File: src/rtl/cache_axi_bridge.sv
// cache_axi_bridge: single-outstanding cache read/write requests issued as single-beat AXI4 transactions
module cache_axi_bridge (
    input  logic         clk,
    input  logic         rst,
    input  logic         rd_req,
    input  logic [2:0]   rd_type,
    input  logic [31:0]  rd_addr,
    output logic         rd_rdy,
    output logic         ret_valid,
    output logic         ret_last,
    output logic [127:0] ret_data,
    input  logic         wr_req,
    input  logic [2:0]   wr_type,
    input  logic [31:0]  wr_addr,
    input  logic [15:0]  wr_wstrb,
    input  logic [127:0] wr_data,
    output logic         wr_rdy,
    output logic [31:0]  araddr,
    output logic [2:0]   arsize,
    output logic [7:0]   arlen,
    output logic [1:0]   arburst,
    output logic         arvalid,
    input  logic         arready,
    input  logic [127:0] rdata,
    input  logic         rlast,
    input  logic         rvalid,
    output logic         rready,
    input  logic [1:0]   rresp,
    output logic [31:0]  awaddr,
    output logic [2:0]   awsize,
    output logic [7:0]   awlen,
    output logic [1:0]   awburst,
    output logic         awvalid,
    input  logic         awready,
    output logic [127:0] wdata,
    output logic [15:0]  wstrb,
    output logic         wlast,
    output logic         wvalid,
    input  logic         wready,
    input  logic         bvalid,
    output logic         bready,
    input  logic [1:0]   bresp
);
    typedef enum logic [2:0] {IDLE, AR, R, W, B} state_t;
    state_t state, state_n;
    logic aw_pend, w_pend;
    logic unused;

    function automatic logic [2:0] size_of(input logic [2:0] t);
        return t == 3'b000 ? 3'd0 : t == 3'b001 ? 3'd1 : t == 3'b010 ? 3'd2 : 3'd4;
    endfunction

    assign unused    = ^{rresp, bresp};
    assign arlen     = 8'd0;
    assign awlen     = 8'd0;
    assign arburst   = 2'b01;
    assign awburst   = 2'b01;
    assign wlast     = 1'b1;
    assign rd_rdy    = state == IDLE;
    assign wr_rdy    = state == IDLE && !rd_req;
    // Channel valids/readies are gated by rst so they drop in the reset cycle itself
    assign arvalid   = !rst && state == AR;
    assign rready    = !rst && state == R;
    assign awvalid   = !rst && state == W && aw_pend;
    assign wvalid    = !rst && state == W && w_pend;
    assign bready    = !rst && state == B;
    assign ret_valid = rready && rvalid;
    assign ret_last  = rready && rlast;
    assign ret_data  = rdata;

    always_comb begin
        state_n = state;
        case (state)
            IDLE:    state_n = rd_req ? AR : wr_req ? W : IDLE;
            AR:      state_n = arready ? R : AR;
            R:       state_n = rvalid && rlast ? IDLE : R;
            W:       state_n = (!aw_pend || awready) && (!w_pend || wready) ? B : W;
            B:       state_n = bvalid ? IDLE : B;
            default: state_n = IDLE;
        endcase
    end

    always_ff @(posedge clk) begin
        if (rst) begin
            state   <= IDLE;
            aw_pend <= 1'b0;
            w_pend  <= 1'b0;
            araddr  <= '0;
            arsize  <= '0;
            awaddr  <= '0;
            awsize  <= '0;
            wdata   <= '0;
            wstrb   <= '0;
        end else begin
            state <= state_n;
            if (rd_rdy && rd_req) begin
                araddr <= rd_addr;
                arsize <= size_of(rd_type);
            end
            if (wr_rdy && wr_req) begin
                awaddr  <= wr_addr;
                awsize  <= size_of(wr_type);
                wdata   <= wr_data;
                wstrb   <= wr_wstrb;
                aw_pend <= 1'b1;
                w_pend  <= 1'b1;
            end
            if (awvalid && awready) aw_pend <= 1'b0;
            if (wvalid && wready) w_pend <= 1'b0;
        end
    end
endmodule

File: config.mk
export PLATFORM = sky130hd
export DESIGN_NAME = cache_axi_bridge
export DESIGN_NICKNAME = d
export VERILOG_FILES = /design/src/rtl/cache_axi_bridge.sv
export SDC_FILE = /design/constraint.sdc
export NUM_CORES = 1
export LEC_CHECK = 0
export ABC_AREA = 1
export CORE_AREA = 3 3 282 284
export DETAILED_ROUTE_END_ITERATION = 10
export DIE_AREA = 0 0 285 287
export PLACE_DENSITY_LB_ADDON = 0.2
export SETUP_SLACK_MARGIN = 0.1
export SLEW_MARGIN = 20
export SYNTH_ARGS = -nofsm -noshare
export SYNTH_HDL_FRONTEND = slang
export SYNTH_SLANG_ARGS = --single-unit
File: constraint.sdc
create_clock -name clk -period 4 [get_ports clk]
set_clock_uncertainty 0.15 [all_clocks]
set_input_delay 1.2 -clock clk [delete_from_list [all_inputs] [get_ports clk]]
set_output_delay 1.2 -clock clk [all_outputs]
set_load 0.1 [all_outputs]
==> metrics.md, run 1 <==
| Metric | Value |
|---|---|
| Logic gate share of total power | between 30% and 40% |
| Synth area leaders | dfxtp_1 (49%), nor2_1 (18%), buf_4 (13%), o21ai_0 (8.7%), o21ai_1 (3.3%) |
| Pin count of the biggest net entering global routing | around 100 |
| Die Y | roughly 290 um |
| CTS tree | yes |
| Rows | approximately 100 |
| Synth Warn # | 0 |
| Fmax | 0.268 GHz |
| Final Hold Fails | 0 |
| Clock tree buffer depth | 3 |
| CP max FO | 4 |
| Core box area | 77300 um2 |
| Post-synth top area cell | dfxtp_1 |
| Remaining DRCs | 0 |
| Initial DRT Pass Iterations | 4 |
| Filler cells | 8803 |
| Post-synthesis sequential area ratio | between 40% and 50% |
| Vias | 8216 |
| Global-route wire length before repair | around 57000 um |
| Distinct cells, synth | 25 |
| ANT nets after route | 0 |
| Synth Instances | ~1100 |
| Reg power frac | between 30% and 40% |
| Pleak | ~6.0 nW |
| RSZ-0062 raised after global routing | false |
| DRT Wirelength | ~40000 um |
| DP HPWL | just under 30000 um |
| Max-Cap Viols | 0 |
| Non-Filler Instances | 2499 |
| Die area | approximately 80000 um2 |
| Initial DRC Count | ~310 |
| H-tree depth | 1 |
| Clock network power share | between 30% and 40% |
| Post-layout min period | between 3 and 4 ns |
| Final setup fails | 0 |
| I/O pin total | roughly 730 |
| Root Buffer | clkbuf_16 |
| Routability Congestion | 0.713 |
| Final period util | 93.5% |
| Layout cell share with drive strength beyond 1 | about 20% |
| Placed Area | ~13000 um2 |
| Crit Path Class | primary input to output pin |
| Slew at the pin with the worst max-slew slack | roughly 0.9 ns |
| Worst setup EP type | output pin |
| Initial Utilization | between 10% and 20% |
| Post-placement cell count | approximately 2400 |
| Arrival time worst endpoint | around 2.4 ns |
| Slew Limit Fails | 0 |
| PostCTS Resize Cnt | 0 |
| Synthesis-stage register bit count | approximately 220 |
| Pwr/cell area | between 500 and 600 nW/um2 |
| CP Data Required Time | around 2.7 ns |
| Worst IR Drop VDD | 0.223 mV |
| DR WL/cell | about 16 um |
| Vias in the first global route | a little over 8000 |
| Post-CTS Setup Inserts | 0 |
| CTS sink count | between 200 and 250 |
| Slew HR | 39.9% |
| Int Pwr | between 0.004 and 0.005 W |
| Status | completed |
| Input/output buffers | ~450 |
| Hold_buf cts | 0 |
| Final instance area | 13900 um2 |
| Startpoint types | primary input |
| Die X | roughly 290 um |
| Initial antenna violation count | 5 |
| # nets final | between 1500 and 2000 |
| Worst-skew pair later-pin latency | around 0.55 ns |
| TritonCTS buffer count | 29 |
| Net switching power figure | roughly 0.0033 W |
| Vias per cell | around 3.3 |
| All-Layer GR Usage | 9.09% |
| Post-Syn Area | ~9000 um2 |
| Syn avg cell area | 7.85 um2 |
| Post-synth top area share | 48.7% |
| Worst-path clk slew | 0.05 ns |
| Layout Area Growth over Synthesis | 54.4% |
| Worst hold path class | register to register |
| Grt total ovfl | 0 |
| Sw Ratio | between 40% and 50% |
==> synth_stat cells <==
cell / n
o21bai_1: 1
inv_2: 3
nor4_1: 2
nand3b_1: 2
nand3_1: 6
nor3_1: 4
buf_1: 1
nand2_1: 12
nor2_1: 437
dfxtp_1: 219
clkbuf_2: 2
buf_8: 1
conb_1: 2
nor2_8: 2
nand2_4: 1
clkbuf_1: 28
nor2_2: 1
buf_6: 24
o21ai_0: 157
a21oi_1: 5
o21ai_1: 59
buf_2: 6
inv_4: 1
buf_4: 155
inv_1: 14
==> path summary, 6_finish.rpt <==
path                          start                      to  slack, ns  cells after the start
min reg2reg  awsize[1]$_SDFFE_PP0P_  awsize[1]$_SDFFE_PP0P_       0.31                      2
min          awsize[1]$_SDFFE_PP0P_  awsize[1]$_SDFFE_PP0P_       0.31                      2
max                             rst               ret_valid       0.26                      5
max reg2reg     state[1]$_SDFF_PP0_  wdata[39]$_SDFFE_PP0P_       1.79                      7
==> state kept, by name, summed over array words and instances (netlist names) <==
register / flops
wdata: 128
arsize: 3
awaddr: 32
wstrb: 16
w_pend: 1
awsize: 3
state: 3
aw_pend: 1
araddr: 32
==> routing by layer <==
layer	GRT usage [%]	wire, um	vias up
met5	0	23	-
met4	4.35	1790	4
met3	3.78	3970	120
met2	15.2	18800	358
met1	10.0	15300	3678
li1	-	-	4056
==> power groups by stage <==
| stage | logic, W | clock network [W] | registers (W) |
|---|---|---|---|
| floorplan | 0.00116 | 0 | 0.00406 |
| global placement | 0.00280 | 0 | 0.00255 |
| detailed placement | 0.00281 | 0 | 0.00256 |
| CTS | 0.00281 | 0.00275 | 0.00252 |
| global route | 0.00290 | 0.00281 | 0.00254 |
| finish | 0.00277 | 0.00258 | 0.00252 |
==> placed cells by master (no fill, tap or decap), drive strengths merged, types with 4 or more instances in the layout <==
master,count
clkbuf,43
nor3,4
conb,21
a21oi,5
clkinv,4
nand2,13
nor2,440
inv,19
clkdlybuf4s50,223
o21ai,216
buf,237
nand3,6
dfxtp,219
==> final cells by class <==
type	count	area (um2)	share of cell area [%]
clock inverters	7	88.8	0.640
repair buffers	460	4150	29.9
clock buffers	43	848	6.11
diodes	2	5.00	0.0360
inverters	18	77.6	0.559
multi-input cells	710	3030	21.8
well taps	1040	1300	9.37
flip-flops and latches	219	4380	31.6
==> logic make-up after synthesis <==
group	share of synthesized area (%)
flip-flops	48.7
other	0.0835
AND/OR/NAND/NOR	20.2
buffers and inverters	18.5
AO/OA/AOI/OAI	12.4
==> stage by stage <==
step | worst slack (ns) | setup TNS (ns) | utilization (%) | total power [W] | hold slack, ns
final | 0.262 | 0 | 18.0 | 0.00787 | 0.311
after floorplan | -0.292 | -1.32 | - | 0.00522 | 0.333
after global placement | 0.218 | 0 | 16.7 | 0.00536 | 0.304
after CTS | 0.228 | 0 | 18.0 | 0.00808 | 0.316
after global routing | 0.194 | 0 | 18.0 | 0.00825 | 0.356
after detailed placement | 0.227 | 0 | 16.7 | 0.00536 | 0.306
==> critical path, stage by stage <==
cell             delay, ns
clkdlybuf4s50_1       0.48
inv_6                 0.10
nand3_1               0.15
nor2_1                0.24
buf_12                0.21
Note: power is estimated with default switching activity, not from simulation.
==> run 2: changes to the inputs <==
==> constraint.sdc (replaced) <==
create_clock -name clk -period 4.6 [get_ports clk]
set_clock_uncertainty 0.15 [all_clocks]
set_input_delay 1.38 -clock clk [delete_from_list [all_inputs] [get_ports clk]]
set_output_delay 1.38 -clock clk [all_outputs]
set_load 0.1 [all_outputs]
==> run 2 against run 1 <==
  * Utilization increased by 0.56 points
  * Worst hold slack improved by 0.0041 ns
  * Clock power decreased by 15%
  * Critical path depth unchanged
  * Highest routed layer unchanged
  * Sequential share of layout area decreased by 0.96 points
  * Critical path type unchanged
  * Global-route usage increased by 0.24 points
  * Via count increased by 0.85%
  * Register-to-register slack improved by 0.47 ns
  * Design area increased by 3.1%
  * Wire length increased by 1.6%
  * Sequential power decreased by 13%
  * Flip-flop and latch count unchanged
==> metrics.md, run 2 (synthesized netlist as in run 1, its figures left out) <==
| Metric | Value |
|---|---|
| Final setup fails | 0 |
| Post-CTS Setup Inserts | 0 |
| Initial DRT Pass Iterations | 4 |
| Crit Path Class | primary input to output pin |
| H-tree depth | 1 |
| Layout cell share with drive strength beyond 1 | around 5.4% |
| DP HPWL | between 20000 and 30000 um |
| Pleak | around 5.6 nW |
| Slew Limit Fails | 0 |
| Slew HR | 28.9% |
| Largest register by flop count | wdata |
| Post-layout min period | about 4.1 ns |
| CTS sink count | 219 |
| Placed Area | 13400 um2 |
| Global-route wire length before repair | 58400 um |
| Largest regs | wdata x128, araddr x32, awaddr x32 |
| Register-to-Register Path Depth | 7 |
| Root Buffer | clkbuf_16 |
| Input/output buffers | around 450 |
| CP Launch Point | rst |
| Worst IR Drop VDD | 0.253 mV |
| CP endpoint | awvalid |
| Leading cell types in the layout, fill and taps excluded | nor2_1 (437), clkdlybuf4s50_1 (428), dfxtp_1 (219) |
| Pre-CTS setup slack | between 0.4 and 0.5 ns |
| Fmax | between 0.2 and 0.25 GHz |
| Max-Cap Viols | 0 |
| Initial DRC Count | roughly 240 |
| Vias per cell | approximately 3.3 |
| Clock network power share | about a third |
| Filler cells | between 8000 and 9000 |
| Clock tree buffer depth | 3 |
| CTS tree | yes |
| Initial antenna violation count | 1 |
| DR WL/cell | about 16 um |
| Sw Ratio | 42.1% |
| # nets final | 1792 |
| Arrival time worst endpoint | between 2 and 3 ns |
| PostCTS Resize Cnt | 0 |
| CP Data Required Time | about 3.1 ns |
| Net switching power figure | 0.00288 W |
| Pwr/cell area | 479 nW/um2 |
| Startpoint types | primary input |
| Worst setup EP type | output pin |
| Routability Congestion | slightly above 0.7 |
| Grt total ovfl | 0 |
| Status | completed |
| Slew at the pin with the worst max-slew slack | around 1.1 ns |
| Reg power frac | between 30% and 40% |
| Die area | between 80000 and 90000 um2 |
| Die X | approximately 290 um |
| Logic gate share of total power | approximately 36% |
| Worst-path clk slew | approximately 0.06 ns |
| Post-route setup slack | approximately 0.47 ns |
| Rows | about 100 |
| TritonCTS buffer count | 31 |
| Worst-skew pair later-pin latency | roughly 0.57 ns |
| Die Y | approximately 290 um |
| Reg2reg setup slack | roughly 2.3 ns |
| All-Layer GR Usage | a little under a tenth |
| Largest register FFs | between 100 and 150 |
| Final Hold Fails | 0 |
| Vias in the first global route | 8600 |
| Hold_buf cts | 0 |
| I/O pin total | around 730 |
| DRT Wirelength | between 40000 and 50000 um |
| Layout Area Growth over Synthesis | 59.3% |
| R2r endpoint | wstrb[10]$_SDFFE_PP0P_ |
| Vias | about 8300 |
| CP max FO | 4 |
| Initial Utilization | 11.6% |
| Core box area | ~77000 um2 |
| RSZ-0062 raised after global routing | false |
| Ant. Diodes | 0 |
| Worst reg2reg path startpoint | state[1]$_SDFF_PP0_ |
| Final period util | 89.8% |
| Worst hold path class | register to register |
| ANT nets after route | 0 |
| Int Pwr | around 0.0040 W |
| Pin count of the biggest net entering global routing | ~110 |
| Most common cell after layout, fill and taps aside | nor2_1 |
| Final instance area | 14300 um2 |
| Hold path depth | 2 |
| Remaining DRCs | 0 |
## run 2: changes by cell type in the layout (fill, tap and decap cells not counted), sizes merged
cell           delta
buf             -209
clkdlybuf4s50   +205
clkbuf            +4
bufinv            -2
diode             -2
inv               -1
## run 2: worst min path at each step
stage,end,from
floorplan,aw_pend$_SDFFE_PP0P_,aw_pend$_SDFFE_PP0P_
global placement,awsize[1]$_SDFFE_PP0P_,awsize[1]$_SDFFE_PP0P_
detailed placement,awsize[1]$_SDFFE_PP0P_,awsize[1]$_SDFFE_PP0P_
CTS,awsize[1]$_SDFFE_PP0P_,awsize[1]$_SDFFE_PP0P_
global route,awsize[1]$_SDFFE_PP0P_,awsize[1]$_SDFFE_PP0P_
finish,awsize[1]$_SDFFE_PP0P_,awsize[1]$_SDFFE_PP0P_
## run 2: area by class of cell
cell class / count / area [um2] / area share [%]
multi-input cells: 710 / 3030 / 21.2
inverters: 18 / 77.6 / 0.542
clock buffers: 47 / 886 / 6.19
repair buffers: 456 / 4620 / 32.3
flip-flops and latches: 219 / 4380 / 30.6
well taps: 1040 / 1300 / 9.09
clock inverters: 4 / 20.0 / 0.140
## run 2: through the flow
stage	setup TNS (ns)	hold WS, ns	util, %	power [W]	std cells
6_report	0	0.315	18.5	0.00685	2494
5_1_grt	0	0.339	18.5	0.00719	2494
4_1_cts	0	0.318	18.5	0.00701	2494
3_5_place_dp	0	0.309	17.3	0.00471	2443
3_3_place_gp	0	0.304	17.3	0.00471	2443
2_1_floorplan	-0.181	0.333	-	0.00454	1164
## run 2: critical path, stage by stage
cell	delay (ns)
clkdlybuf4s50_1	0.48
inv_6	0.10
nand2_1	0.14
nor2_1	0.26
buf_12	0.22
## run 2: routing by layer
metal	wire length, um	vias up	GRT usage, %
met5	13	-	0
met4	1770	2	4.22
met3	4510	134	4.39
met2	19200	362	15.9
met1	15000	3745	9.83
li1	-	4043	-
## run 2: power groups by stage
stage,Combinational [W],Clock [W],Sequential (W)
3_5_place_dp,0.00249,0,0.00222
2_1_floorplan,0.00101,0,0.00353
4_1_cts,0.00250,0.00233,0.00219
3_3_place_gp,0.00249,0,0.00222
5_1_grt,0.00258,0.00240,0.00221
6_report,0.00247,0.00220,0.00218
==> run 3: changes to the inputs <==
--- a/config.mk
+++ b/config.mk
@@ -6,9 +6,9 @@
 export NUM_CORES = 1
 export LEC_CHECK = 0
 export ABC_AREA = 1
-export CORE_AREA = 3 3 282 284
+export CORE_AREA = 2 2 281 283
 export DETAILED_ROUTE_END_ITERATION = 10
-export DIE_AREA = 0 0 285 287
+export DIE_AREA = 0 0 283 285
 export PLACE_DENSITY_LB_ADDON = 0.2
 export SETUP_SLACK_MARGIN = 0.1
 export SLEW_MARGIN = 20
==> run 3 against run 2 <==
  * Wire length is 5.2% lower
  * First-iteration DRC count grew 15%
  * Critical path depth is the same
  * Setup slack better by 0.056 ns
  * Count of clock-buffer cells in the layout fell by 8
  * Total power increased by 2.3%
  * Design area up 0.66%
  * Final cell count up 0.40%
  * Flip-flop and latch count unchanged
  * Utilization barely moved
  * Sequential share of layout area is 0.20 points lower
  * Critical endpoint is now wvalid
  * Largest cell class unchanged
==> metrics.md, run 3 (synthesized netlist as in run 1, its figures left out) <==
| Metric | Value |
|---|---|
| CP max FO | 4 |
| Crit Path Class | primary input to output pin |
| Grt total ovfl | 0 |
| Status | completed |
| Final period util | roughly nine tenths |
| DP HPWL | 27100 um |
| Worst hold path class | register to register |
| Post-CTS Setup Inserts | 0 |
| Register area | around 4400 um2 |
| Startpoint types | primary input |
| Core box area | slightly below 80000 um2 |
| TritonCTS buffer count | 30 |
| Largest register by flop count | wdata |
| Non-Filler Instances | 2504 |
| Root Buffer | clkbuf_16 |
| Worst setup EP type | output pin |
| Int Pwr | between 0.004 and 0.005 W |
| CTS sink count | about 220 |
| Final Hold Fails | 0 |
| Max-Cap Viols | 0 |
| Routability Congestion | a little over 0.7 |
| ANT nets after route | 0 |
| Slew Limit Fails | 0 |
| Post-layout min period | 4.07 ns |
| Met3 WL | between 4000 and 5000 um |
| Final setup fails | 0 |
| R2r endpoint | araddr[25]$_SDFFE_PP0P_ |
| CP endpoint | wvalid |
| Levels on crit path | 5 |
| Metal2 WL | ~18000 um |
| Fmax | roughly 0.25 GHz |
| Pleak | 5.63 nW |
| Sw Ratio | 41.6% |
| Crit path max-delay cell type | clkdlybuf4s50_1 |
| Worst reg2reg path startpoint | state[1]$_SDFF_PP0_ |
| Leading cell types in the layout, fill and taps excluded | nor2_1 (437), clkdlybuf4s50_1 (430), dfxtp_1 (219) |
| Vias in the first global route | 8164 |
| Rows | roughly 100 |
| Die Y | about 290 um |
| Clock tree buffer depth | 3 |
| Most common cell after layout, fill and taps aside | nor2_1 |
| Setup TNS Final | 0 ns |
| Layout cell share with drive strength beyond 1 | 5.64% |
| Initial Utilization | between 10% and 20% |
| H-tree depth | 1 |
| WP buf/inv | 3 |
| CP Launch Point | rst |
| CTS tree | yes |
| Remaining DRCs | 0 |
| Input/output buffers | about 450 |
| All-Layer GR Usage | a little under a tenth |
| Slew at the pin with the worst max-slew slack | 1.11 ns |
| Vias | ~8000 |
| Hold_buf cts | 0 |
| Filler cells | between 8000 and 9000 |
| DR WL/cell | 15.3 um |
| Initial antenna violation count | 4 |
| Vias per cell | ~3.3 |
| Worst IR Drop VDD | 0.248 mV |
| Pwr/cell area | just under 500 nW/um2 |
| Logic gate share of total power | 35.0% |
| PostCTS Resize Cnt | 0 |
| DRT Wirelength | ~38000 um |
| Initial DRC Count | ~280 |
| Slew HR | between 20% and 30% |
| Die area | between 80000 and 90000 um2 |
| Post-placement cell count | approximately 2500 |
| Cell family with most CP delay | buffers and inverters |
| Worst-path clk slew | 0.06 ns |
| Layout Area Growth over Synthesis | 60.3% |
| Register-to-Register Path Depth | 6 |
| Multi-input logic area | ~3000 um2 |
| Initial DRT Pass Iterations | 4 |
| I/O pin total | 728 |
| Highest Signal Layer | met5 |
| Met1 wire length | around 14000 um |
| Pin count of the biggest net entering global routing | 119 |
| Global-route wire length before repair | 55900 um |
| Largest regs | wdata x128, araddr x32, awaddr x32 |
| Reg power frac | a little under a third |
| Clock network power share | 33.9% |
| CP Data Required Time | 3.07 ns |
| Largest stage delay, worst path | between 0.4 and 0.5 ns |
| RSZ-0062 raised after global routing | false |
| # nets final | approximately 1800 |
| Net switching power figure | approximately 0.0029 W |
| Largest register FFs | roughly 130 |
| Worst-skew pair later-pin latency | around 0.6 ns |
| Arrival time worst endpoint | ~2.5 ns |
| Cell Chain, Critical Path | clkdlybuf4s50_1, inv_6, nand2_1, nor2_1, buf_12 |
| Die X | 283 um |
| Reg2reg setup slack | 2.39 ns |
-- run 3: cell types whose count changed in the layout (fill, tap and decap cells not counted), moves of 2 or more --
cell,previous run,this run
clkbuf_1,11,4
bufinv_16,0,3
buf_4,18,16
clkdlybuf4s50_1,428,430
clkinvlp_4,0,2
-- run 3: metrics by stage --
stage / setup WS (ns) / hold slack, ns / area, um2 / total power, W / util, %
2_1_floorplan: -0.0520 / 0.333 / 9090 / 0.00454 / -
3_3_place_gp: 0.494 / 0.301 / 13400 / 0.00470 / 17.2
5_1_grt: 0.401 / 0.336 / 14400 / 0.00735 / 18.5
6_report: 0.527 / 0.310 / 14400 / 0.00701 / 18.5
3_5_place_dp: 0.474 / 0.305 / 13400 / 0.00470 / 17.2
4_1_cts: 0.460 / 0.314 / 14400 / 0.00719 / 18.5
-- run 3: worst min-delay path, stage by stage (launching register included) --
cell and delay (ns):
dfxtp_1 0.31, nand2_1 0.06, a21oi_1 0.05
-- run 3: worst min path at each step --
stage / start / to / slack, ns / depth (start not counted)
4_1_cts: awsize[1]$_SDFFE_PP0P_ / awsize[1]$_SDFFE_PP0P_ / 0.31 / 2
3_3_place_gp: awsize[1]$_SDFFE_PP0P_ / awsize[1]$_SDFFE_PP0P_ / 0.30 / 2
3_5_place_dp: awsize[1]$_SDFFE_PP0P_ / awsize[1]$_SDFFE_PP0P_ / 0.31 / 2
6_report: awsize[1]$_SDFFE_PP0P_ / awsize[1]$_SDFFE_PP0P_ / 0.31 / 2
2_1_floorplan: aw_pend$_SDFFE_PP0P_ / aw_pend$_SDFFE_PP0P_ / 0.33 / 2
5_1_grt: awsize[1]$_SDFFE_PP0P_ / awsize[1]$_SDFFE_PP0P_ / 0.34 / 2
-- run 3: layer usage --
layer,GRT usage (%),vias up
met3,4.62,124
li1,-,4054
met2,14.8,348
met5,0,-
met4,3.95,4
met1,9.81,3610
-- run 3: power by group through the flow --
stage | registers (W) | clock network [W] | logic, W
2_1_floorplan | 0.00353 | 0 | 0.00101
3_3_place_gp | 0.00222 | 0 | 0.00249
3_5_place_dp | 0.00222 | 0 | 0.00248
4_1_cts | 0.00218 | 0.00251 | 0.00249
5_1_grt | 0.00221 | 0.00258 | 0.00256
6_report | 0.00218 | 0.00237 | 0.00246
-- run 3: area by class of cell --
class / count / share of cell area, %
inverter: 18 / 0.538
multi-input combinational: 710 / 21.0
antenna: 1 / 0.0174
sequential: 219 / 30.4
tap: 1050 / 9.11
clock inverter: 11 / 1.02
timing repair buffer: 456 / 32.1
clock buffer: 39 / 5.79
